## src/rtl/apb_fifo_slave_if.sv

```systemverilog
// APB3 bus bundle between the AHB-to-APB bridge (master) and the FIFO completer (slave).
interface apb_fifo_slave_if;
  logic        PSEL;
  logic        PENABLE;
  logic        PWRITE;
  logic [31:0] PADDR;
  logic [31:0] PWDATA;
  logic [31:0] PRDATA;
  logic        PREADY;
  logic        PSLVERR;

  modport master (
    output PSEL, PENABLE, PWRITE, PADDR, PWDATA,
    input  PRDATA, PREADY, PSLVERR
  );

  modport slave (
    input  PSEL, PENABLE, PWRITE, PADDR, PWDATA,
    output PRDATA, PREADY, PSLVERR
  );
endinterface

```

## src/rtl/apb_fifo_slave.sv

```systemverilog
// APB3 completer wrapping one FIFO behind DATA/STATUS/CTRL registers with wait states and a level IRQ.
// Optional feature: define APB_FIFO_SLVERR_EN to report PSLVERR on full push, empty pop, STATUS write and unmapped access.
module apb_fifo_slave #(
  parameter int DEPTH       = 16,
  parameter int DW          = 8,
  parameter int WAIT_STATES = 1
) (
  input  logic            PCLK,
  input  logic            PRESET,
  apb_fifo_slave_if.slave apb,
  output logic            IRQ
);

  localparam int AW = (DEPTH > 1) ? $clog2(DEPTH) : 1;
  localparam int CW = $clog2(DEPTH) + 1;

  localparam logic [3:0]    WS_LOAD  = 4'(WAIT_STATES);
  localparam logic [CW-1:0] DEPTH_C  = CW'(DEPTH);
  localparam logic [CW-1:0] CNT_ONE  = CW'(1);
  localparam logic [AW-1:0] PTR_ONE  = AW'(1);

  localparam logic [7:0] ADDR_DATA   = 8'h00;
  localparam logic [7:0] ADDR_STATUS = 8'h04;
  localparam logic [7:0] ADDR_CTRL   = 8'h08;

  typedef enum logic [1:0] {
    ST_IDLE = 2'd0,
    ST_WAIT = 2'd1,
    ST_DONE = 2'd2
  } state_t;

  state_t          state_r;
  logic [3:0]      wait_cnt_r;
  logic [AW-1:0]   wr_ptr_r;
  logic [AW-1:0]   rd_ptr_r;
  logic [CW-1:0]   count_r;
  logic            ctrl_en_r;
  logic [31:0]     prdata_r;
  logic            pready_r;
  logic            pslverr_r;
  logic            irq_r;
  logic [DW-1:0]   mem_r [DEPTH];

  logic            empty_s;
  logic            full_s;
  logic [31:0]     head_s;
  logic [31:0]     status_s;
  logic [31:0]     rdata_s;
  logic            err_s;
  logic            slverr_s;
  logic            push_s;
  logic            pop_s;
  logic            ctrl_wr_s;
  logic            enter_done_s;
  logic            commit_s;
  logic            unused_s;

  assign unused_s = ^{apb.PADDR[31:8], apb.PWDATA};

  // Register decode: what this access would return and which side effect it would commit
  always_comb begin
    empty_s   = (count_r == {CW{1'b0}});
    full_s    = (count_r == DEPTH_C);
    head_s    = 32'd0;
    head_s[DW-1:0] = mem_r[rd_ptr_r];
    status_s  = 32'd0;
    status_s[0]      = empty_s;
    status_s[1]      = full_s;
    status_s[2 +: CW] = count_r;
    rdata_s   = 32'd0;
    err_s     = 1'b0;
    push_s    = 1'b0;
    pop_s     = 1'b0;
    ctrl_wr_s = 1'b0;
    if (apb.PADDR[7:0] == ADDR_DATA) begin
      if (apb.PWRITE) begin
        if (full_s) begin
          err_s = 1'b1;
        end else begin
          push_s = 1'b1;
        end
      end else begin
        if (empty_s) begin
          err_s = 1'b1;
        end else begin
          pop_s   = 1'b1;
          rdata_s = head_s;
        end
      end
    end else if (apb.PADDR[7:0] == ADDR_STATUS) begin
      if (apb.PWRITE) begin
        err_s = 1'b1;
      end else begin
        rdata_s = status_s;
      end
    end else if (apb.PADDR[7:0] == ADDR_CTRL) begin
      if (apb.PWRITE) begin
        ctrl_wr_s = 1'b1;
      end else begin
        rdata_s = {31'd0, ctrl_en_r};
      end
    end else begin
      err_s = 1'b1;
    end
`ifdef APB_FIFO_SLVERR_EN
    slverr_s = err_s;
`else
    slverr_s = 1'b0;
`endif
  end

  // Transfer sequencing: when the response is launched and when the side effect lands
  always_comb begin
    enter_done_s = 1'b0;
    commit_s     = 1'b0;
    case (state_r)
      ST_IDLE: begin
        if (apb.PSEL && !apb.PENABLE && (WAIT_STATES == 0)) begin
          enter_done_s = 1'b1;
        end else begin
          enter_done_s = 1'b0;
        end
      end
      ST_WAIT: begin
        if (apb.PSEL && apb.PENABLE && (wait_cnt_r <= 4'd1)) begin
          enter_done_s = 1'b1;
        end else begin
          enter_done_s = 1'b0;
        end
      end
      ST_DONE: begin
        commit_s = apb.PSEL;
      end
      default: begin
        enter_done_s = 1'b0;
        commit_s     = 1'b0;
      end
    endcase
  end

  // Transfer FSM, registered APB response, FIFO bookkeeping and IRQ
  always_ff @(posedge PCLK or posedge PRESET) begin
    if (PRESET) begin
      state_r    <= ST_IDLE;
      wait_cnt_r <= 4'd0;
      wr_ptr_r   <= {AW{1'b0}};
      rd_ptr_r   <= {AW{1'b0}};
      count_r    <= {CW{1'b0}};
      ctrl_en_r  <= 1'b0;
      prdata_r   <= 32'd0;
      pready_r   <= 1'b0;
      pslverr_r  <= 1'b0;
      irq_r      <= 1'b0;
    end else begin
      irq_r <= ctrl_en_r & ~empty_s;

      // The response is only ever presented for the single DONE cycle
      if (enter_done_s) begin
        pready_r  <= 1'b1;
        prdata_r  <= rdata_s;
        pslverr_r <= slverr_s;
      end else begin
        pready_r  <= 1'b0;
        prdata_r  <= 32'd0;
        pslverr_r <= 1'b0;
      end

      case (state_r)
        ST_IDLE: begin
          if (apb.PSEL && !apb.PENABLE) begin
            wait_cnt_r <= WS_LOAD;
            state_r    <= (WAIT_STATES == 0) ? ST_DONE : ST_WAIT;
          end
        end
        ST_WAIT: begin
          if (!apb.PSEL) begin
            state_r <= ST_IDLE;
          end else if (enter_done_s) begin
            wait_cnt_r <= 4'd0;
            state_r    <= ST_DONE;
          end else if (apb.PENABLE) begin
            wait_cnt_r <= wait_cnt_r - 4'd1;
          end
        end
        ST_DONE: begin
          state_r <= ST_IDLE;
        end
        default: begin
          state_r <= ST_IDLE;
        end
      endcase

      if (commit_s) begin
        if (push_s) begin
          wr_ptr_r <= wr_ptr_r + PTR_ONE;
          count_r  <= count_r + CNT_ONE;
        end
        if (pop_s) begin
          rd_ptr_r <= rd_ptr_r + PTR_ONE;
          count_r  <= count_r - CNT_ONE;
        end
        if (ctrl_wr_s) begin
          ctrl_en_r <= apb.PWDATA[0];
          if (apb.PWDATA[1]) begin
            wr_ptr_r <= {AW{1'b0}};
            rd_ptr_r <= {AW{1'b0}};
            count_r  <= {CW{1'b0}};
          end
        end
      end
    end
  end

  // FIFO storage; contents are only meaningful below count, so no reset is needed
  always_ff @(posedge PCLK) begin
    if (commit_s && push_s) begin
      mem_r[wr_ptr_r] <= apb.PWDATA[DW-1:0];
    end
  end

  assign apb.PRDATA  = prdata_r;
  assign apb.PREADY  = pready_r;
  assign apb.PSLVERR = pslverr_r;
  assign IRQ         = irq_r;

endmodule

```

## src/flat_wrapper.sv

```systemverilog
// flat-port wrapper written by rule: the top's interface ports become plain ports
module apb_fifo_slave_flat 
#(
  parameter int DEPTH       = 16,
  parameter int DW          = 8,
  parameter int WAIT_STATES = 1
)
  (PCLK, PRESET, IRQ, apb_PSEL, apb_PENABLE, apb_PWRITE, apb_PADDR, apb_PWDATA, apb_PRDATA, apb_PREADY, apb_PSLVERR);
  apb_fifo_slave_if apb_i ();
  input  logic PCLK;
  input  logic PRESET;
  output logic IRQ;
  input wire logic [$bits(apb_i.PSEL)-1:0] apb_PSEL;
  input wire logic [$bits(apb_i.PENABLE)-1:0] apb_PENABLE;
  input wire logic [$bits(apb_i.PWRITE)-1:0] apb_PWRITE;
  input wire logic [$bits(apb_i.PADDR)-1:0] apb_PADDR;
  input wire logic [$bits(apb_i.PWDATA)-1:0] apb_PWDATA;
  output wire logic [$bits(apb_i.PRDATA)-1:0] apb_PRDATA;
  output wire logic [$bits(apb_i.PREADY)-1:0] apb_PREADY;
  output wire logic [$bits(apb_i.PSLVERR)-1:0] apb_PSLVERR;
  assign apb_i.PSEL = apb_PSEL;
  assign apb_i.PENABLE = apb_PENABLE;
  assign apb_i.PWRITE = apb_PWRITE;
  assign apb_i.PADDR = apb_PADDR;
  assign apb_i.PWDATA = apb_PWDATA;
  assign apb_PRDATA = apb_i.PRDATA;
  assign apb_PREADY = apb_i.PREADY;
  assign apb_PSLVERR = apb_i.PSLVERR;
  apb_fifo_slave #(.DEPTH(DEPTH), .DW(DW), .WAIT_STATES(WAIT_STATES)) u_core (.PCLK(PCLK), .PRESET(PRESET), .apb(apb_i), .IRQ(IRQ));
endmodule
```

## config.mk

```make
export PLATFORM = sky130hd
export DESIGN_NAME = apb_fifo_slave_flat
export DESIGN_NICKNAME = d
export VERILOG_FILES = /design/src/rtl/apb_fifo_slave_if.sv /design/src/rtl/apb_fifo_slave.sv /design/src/flat_wrapper.sv
export SDC_FILE = /design/constraint.sdc
export NUM_CORES = 1
export LEC_CHECK = 0
export BUFFER_PORTS_ARGS = -buffer_cell sky130_fd_sc_hd__buf_2
export CAP_MARGIN = 40
export CORE_MARGIN = 4
export CORE_UTILIZATION = 28
export CTS_CLUSTER_DIAMETER = 100
export DETAILED_ROUTE_END_ITERATION = 6
export MAX_ROUTING_LAYER = met4
export PLACE_DENSITY_LB_ADDON = 0.1
export SETUP_SLACK_MARGIN = 0.5
export SLEW_MARGIN = 20
export SYNTH_ARGS = -nofsm -noshare
export SYNTH_HDL_FRONTEND = slang
export SYNTH_SLANG_ARGS = --single-unit
```

## constraint.sdc

```tcl
create_clock -name PCLK -period 3 [get_ports PCLK]
set_clock_uncertainty 0.15 [all_clocks]
set_input_delay 0 -clock PCLK [delete_from_list [all_inputs] [get_ports PCLK]]
set_output_delay 0 -clock PCLK [all_outputs]
set_load 0.05 [all_outputs]
```

==> results.rst <==
.. list-table::
   :header-rows: 1

   * - Metric
     - Value
   * - Result of the run
     - completed
   * - Netlist area before placement
     - 6980 um^2
   * - Hold path startpoint
     - apb_PADDR[7]
   * - Pin count of the biggest net entering global routing
     - 19
   * - Die outline width
     - 166 um
   * - Class of the most critical setup path
     - register to register
   * - Area of the placeable core
     - 24400 um^2
   * - Number of buffers added on ports
     - 30
   * - Share of the cycle needed by the critical path after routing
     - 79.0%
   * - Post-synth top area cell
     - sky130_fd_sc_hd__edfxtp_1
   * - Tightest Hold Check Type
     - input pin to register
   * - Max FO, Critical Path
     - 5
   * - Post-synthesis instance total
     - 422
   * - Leak Pwr
     - 3.01 nW
   * - Slowest Stage Delay on Critical Path
     - 0.59 ns
   * - Clock root buffer master
     - sky130_fd_sc_hd__clkbuf_16
   * - Measured slew at the worst slew-check pin
     - 0.794 ns
   * - Count of final setup violators
     - 0
   * - Async set-reset flop share out of synthesis
     - 19.0%
   * - Remaining number of nets flagged by the antenna check after routing
     - 0
   * - Synth unique cells
     - 66
   * - Clock transition at path regs
     - 0.07 ns
   * - TritonCTS clock tree
     - built
   * - Critical path's slowest cell
     - sky130_fd_sc_hd__dlygate4sd3_1
   * - Max Buffers Root-to-Sink
     - 2
   * - Unrepaired setup endpoints after global routing
     - no
   * - Global-route congestion overflow total
     - 0
   * - # DRC
     - 0
   * - Number of standard-cell rows in the floorplan
     - 57
   * - Critical-path cell list
     - inv_1, ha_1, or4b_4, nand4_1, dlygate4sd3_1, nor3_1
   * - Count of pins over their slew limit
     - 0
   * - Final design utilization
     - 34.6%
   * - Power density of the placed cells
     - 554 nW/um^2
   * - Yosys Warn Count
     - 0
   * - Final standard cell count with taps included and fillers excluded
     - 848
   * - Total of fill cells in the finished design
     - 2346
   * - Share of layout cells above drive strength 1
     - 29.4%
   * - Placed cells
     - 788
   * - Aggregate routed wire length
     - 16400 um
   * - CP arrival
     - 2.53 ns
   * - Average wire per cell in the routed design
     - 19.3 um
   * - Required arrival time at the worst endpoint
     - 3.16 ns
   * - Maximum clock frequency
     - 0.422 GHz
   * - Final hold violation count
     - 0
   * - Area added between synthesis and finish
     - 20.9%
   * - Post-synthesis average cell area
     - 16.5 um^2
   * - Number of vias after detailed routing
     - 3886
   * - Post-synth top area share
     - 55.1%
   * - Die Height
     - 166 um
   * - Startpoint of the most critical register-to-register path
     - u_core.count_r[0]
   * - Type of element launching the critical path
     - register
   * - Share of synthesized area occupied by flip-flops and latches
     - 65.8%
   * - Total I/O pin count
     - 104
   * - Sum of negative setup slack
     - 0 ns
   * - Effective utilization at floorplan
     - 28.6%
   * - Violation count after the first detailed-route iteration
     - 218
   * - Element type at the critical path end
     - register
   * - Total Power
     - 4.68 mW
   * - Clock tree sinks
     - 158
   * - Critical path startpoint
     - u_core.count_r[0]
   * - Die Outline Area
     - 27500 um^2
   * - Last weighted congestion value of the routability-driven placer
     - 0.750
   * - Peak VDD IR
     - 372 uV
   * - Synth top area cells
     - sky130_fd_sc_hd__edfxtp_1 55%, sky130_fd_sc_hd__dfrtp_1 11%, sky130_fd_sc_hd__mux4_2 10%
   * - Sum of net half-perimeters after detailed placement
     - 11400 um
   * - Primary FF master, synth
     - sky130_fd_sc_hd__edfxtp_1
   * - Normalized max-slew margin
     - 47.0%
   * - Post-layout nets
     - 589
   * - Flops & latches, synth
     - 158
   * - Ant. Diodes
     - 0
   * - Clock latency of the later-clocked register in the worst-skew pair
     - 0.41 ns
   * - H-tree depth
     - 4
   * - Overall Global Routing Usage
     - 12.4%
   * - Number of antenna violations at the first check in global routing
     - 0
   * - Number of enable flip-flop cells after synthesis
     - 128
   * - 1st-pass router iterations
     - 5
   * - Number of global-route vias before repair
     - 3995
   * - Total CTS buffers
     - 17
   * - Global-route wire length before repair
     - 25200 um
   * - Max-capacitance violation count
     - 0
   * - Clock period minus worst slack
     - 2.37 ns
   * - Vias per cell
     - 4.58
==> placed cells by master (no fill, tap or decap), types with 3 or more instances in the layout <==
cell type / netlist / routed
sky130_fd_sc_hd__edfxtp_1: 128 / 128
sky130_fd_sc_hd__nand3_1: 5 / 5
sky130_fd_sc_hd__inv_1: 12 / 12
sky130_fd_sc_hd__inv_6: 0 / 4
sky130_fd_sc_hd__and2_1: 17 / 16
sky130_fd_sc_hd__mux2i_1: 15 / 15
sky130_fd_sc_hd__nand2b_1: 3 / 3
sky130_fd_sc_hd__clkbuf_16: 0 / 17
sky130_fd_sc_hd__nand2_1: 19 / 19
sky130_fd_sc_hd__dlygate4sd3_1: 0 / 23
sky130_fd_sc_hd__xnor2_1: 6 / 6
sky130_fd_sc_hd__buf_6: 1 / 5
sky130_fd_sc_hd__a21oi_1: 5 / 5
sky130_fd_sc_hd__clkinv_4: 0 / 3
sky130_fd_sc_hd__buf_2: 6 / 30
sky130_fd_sc_hd__o21ai_1: 3 / 3
sky130_fd_sc_hd__nor3_1: 6 / 6
sky130_fd_sc_hd__mux4_2: 32 / 32
sky130_fd_sc_hd__nor2_1: 22 / 21
sky130_fd_sc_hd__clkinv_2: 0 / 3
sky130_fd_sc_hd__ha_1: 9 / 9
sky130_fd_sc_hd__buf_4: 27 / 31
sky130_fd_sc_hd__dfrtp_1: 30 / 28
sky130_fd_sc_hd__and4_1: 4 / 4
sky130_fd_sc_hd__conb_1: 1 / 25
sky130_fd_sc_hd__xor2_1: 3 / 3
sky130_fd_sc_hd__o221ai_2: 6 / 6
==> cell usage after synthesis (all sizes together), types with 7 or more instances <==
| cell | number |
|---|---|
| edfxtp | 128 |
| buf | 36 |
| mux4 | 32 |
| dfrtp | 30 |
| nor2 | 23 |
| nand2 | 19 |
| and2 | 17 |
| mux2i | 15 |
| inv | 12 |
| ha | 9 |
| clkbuf | 7 |
==> cell families (layout without fill, tap and decap cells) <==
family	count (synthesis)	after routing	synth area share, %
compound gates	34	34	4.18
xor+xnor	9	9	1.13
fa+ha+maj	9	9	1.61
buf+inv	56	134	5.07
flops	158	158	65.8
mux	48	48	12.6
other cells	1	25	0.0537
simple gates	107	107	9.47
==> registers in the layout (all words and copies together) (netlist names) <==
signal	count
u_core.mem_r	128
u_core.apb.PRDATA	8
u_core.count_r	5
u_core.rd_ptr_r	4
u_core.wait_cnt_r	4
u_core.wr_ptr_r	4
u_core.state_r	2
u_core.IRQ	1
u_core.apb.PREADY	1
u_core.ctrl_en_r	1
==> metal layers <==
metal  GRT usage [%]  wire length (um)  vias up
met5               -                 0        -
met4            2.26                63        0
met3            2.95               567        8
met2            19.0              7840       93
met1            17.1              7890     2025
li1                -                 -     1760
==> worst paths after layout <==
path,endpoint,slack (ns),cells after the start
setup / recovery,u_core.apb.PRDATA[7],0.63,6
hold / removal,u_core.apb.PRDATA[0],0.04,6
setup reg to reg,u_core.apb.PRDATA[7],0.63,6
hold reg to reg,u_core.IRQ,0.36,1
max in group asynchronous,u_core.rd_ptr_r[2],1.72,6
min in group asynchronous,u_core.wait_cnt_r[2],0.53,5
==> where the power goes <==
group          leakage (nW)  total [mW]  switching, mW  internal, mW
registers              1.55        2.40         0.0175          2.38
clock network         0.274        2.05          0.895          1.15
logic                  1.19       0.227          0.162        0.0652
==> final cells by class <==
type | instances | area, um^2 | share of cell area, %
flip-flops and latches | 158 | 4600 | 54.5
multi-input cells | 232 | 2140 | 25.4
clock buffers | 17 | 425 | 5.04
clock inverters | 15 | 136 | 1.62
well taps | 324 | 405 | 4.80
inverters | 12 | 45.0 | 0.534
repair buffers | 90 | 684 | 8.11
==> worst max-delay path, delay by kind of cell, from the launching register on <==
family | cells | cell delay, ns
DFF | 1 | 0.40
buffers and inverters | 2 | 0.69
adders and majority gates | 1 | 0.23
and+or+nand+nor | 3 | 0.79
==> stage by stage <==
step / hold slack (ns) / setup WS, ns / cell area (um^2)
after floorplan: -0.0667 / 0.617 / 7070
after global placement: 0.0183 / 0.376 / 7560
after detailed placement: 0.0255 / 0.358 / 7560
after CTS: 0.0351 / 0.485 / 8350
after global routing: 0.0750 / 0.494 / 8440
final: 0.0356 / 0.631 / 8440
==> what timing repair did <==
action                                  4_1_cts  5_1_grt
cloned                                        0        0
resized for setup                             3       10
pin swaps                                     0        3
endpoints found under the hold margin       156       16
endpoints found under the setup margin      101      101
buffers inserted                              0        4
hold buffers                                 22        1
(Power assumes the default switching activity.)
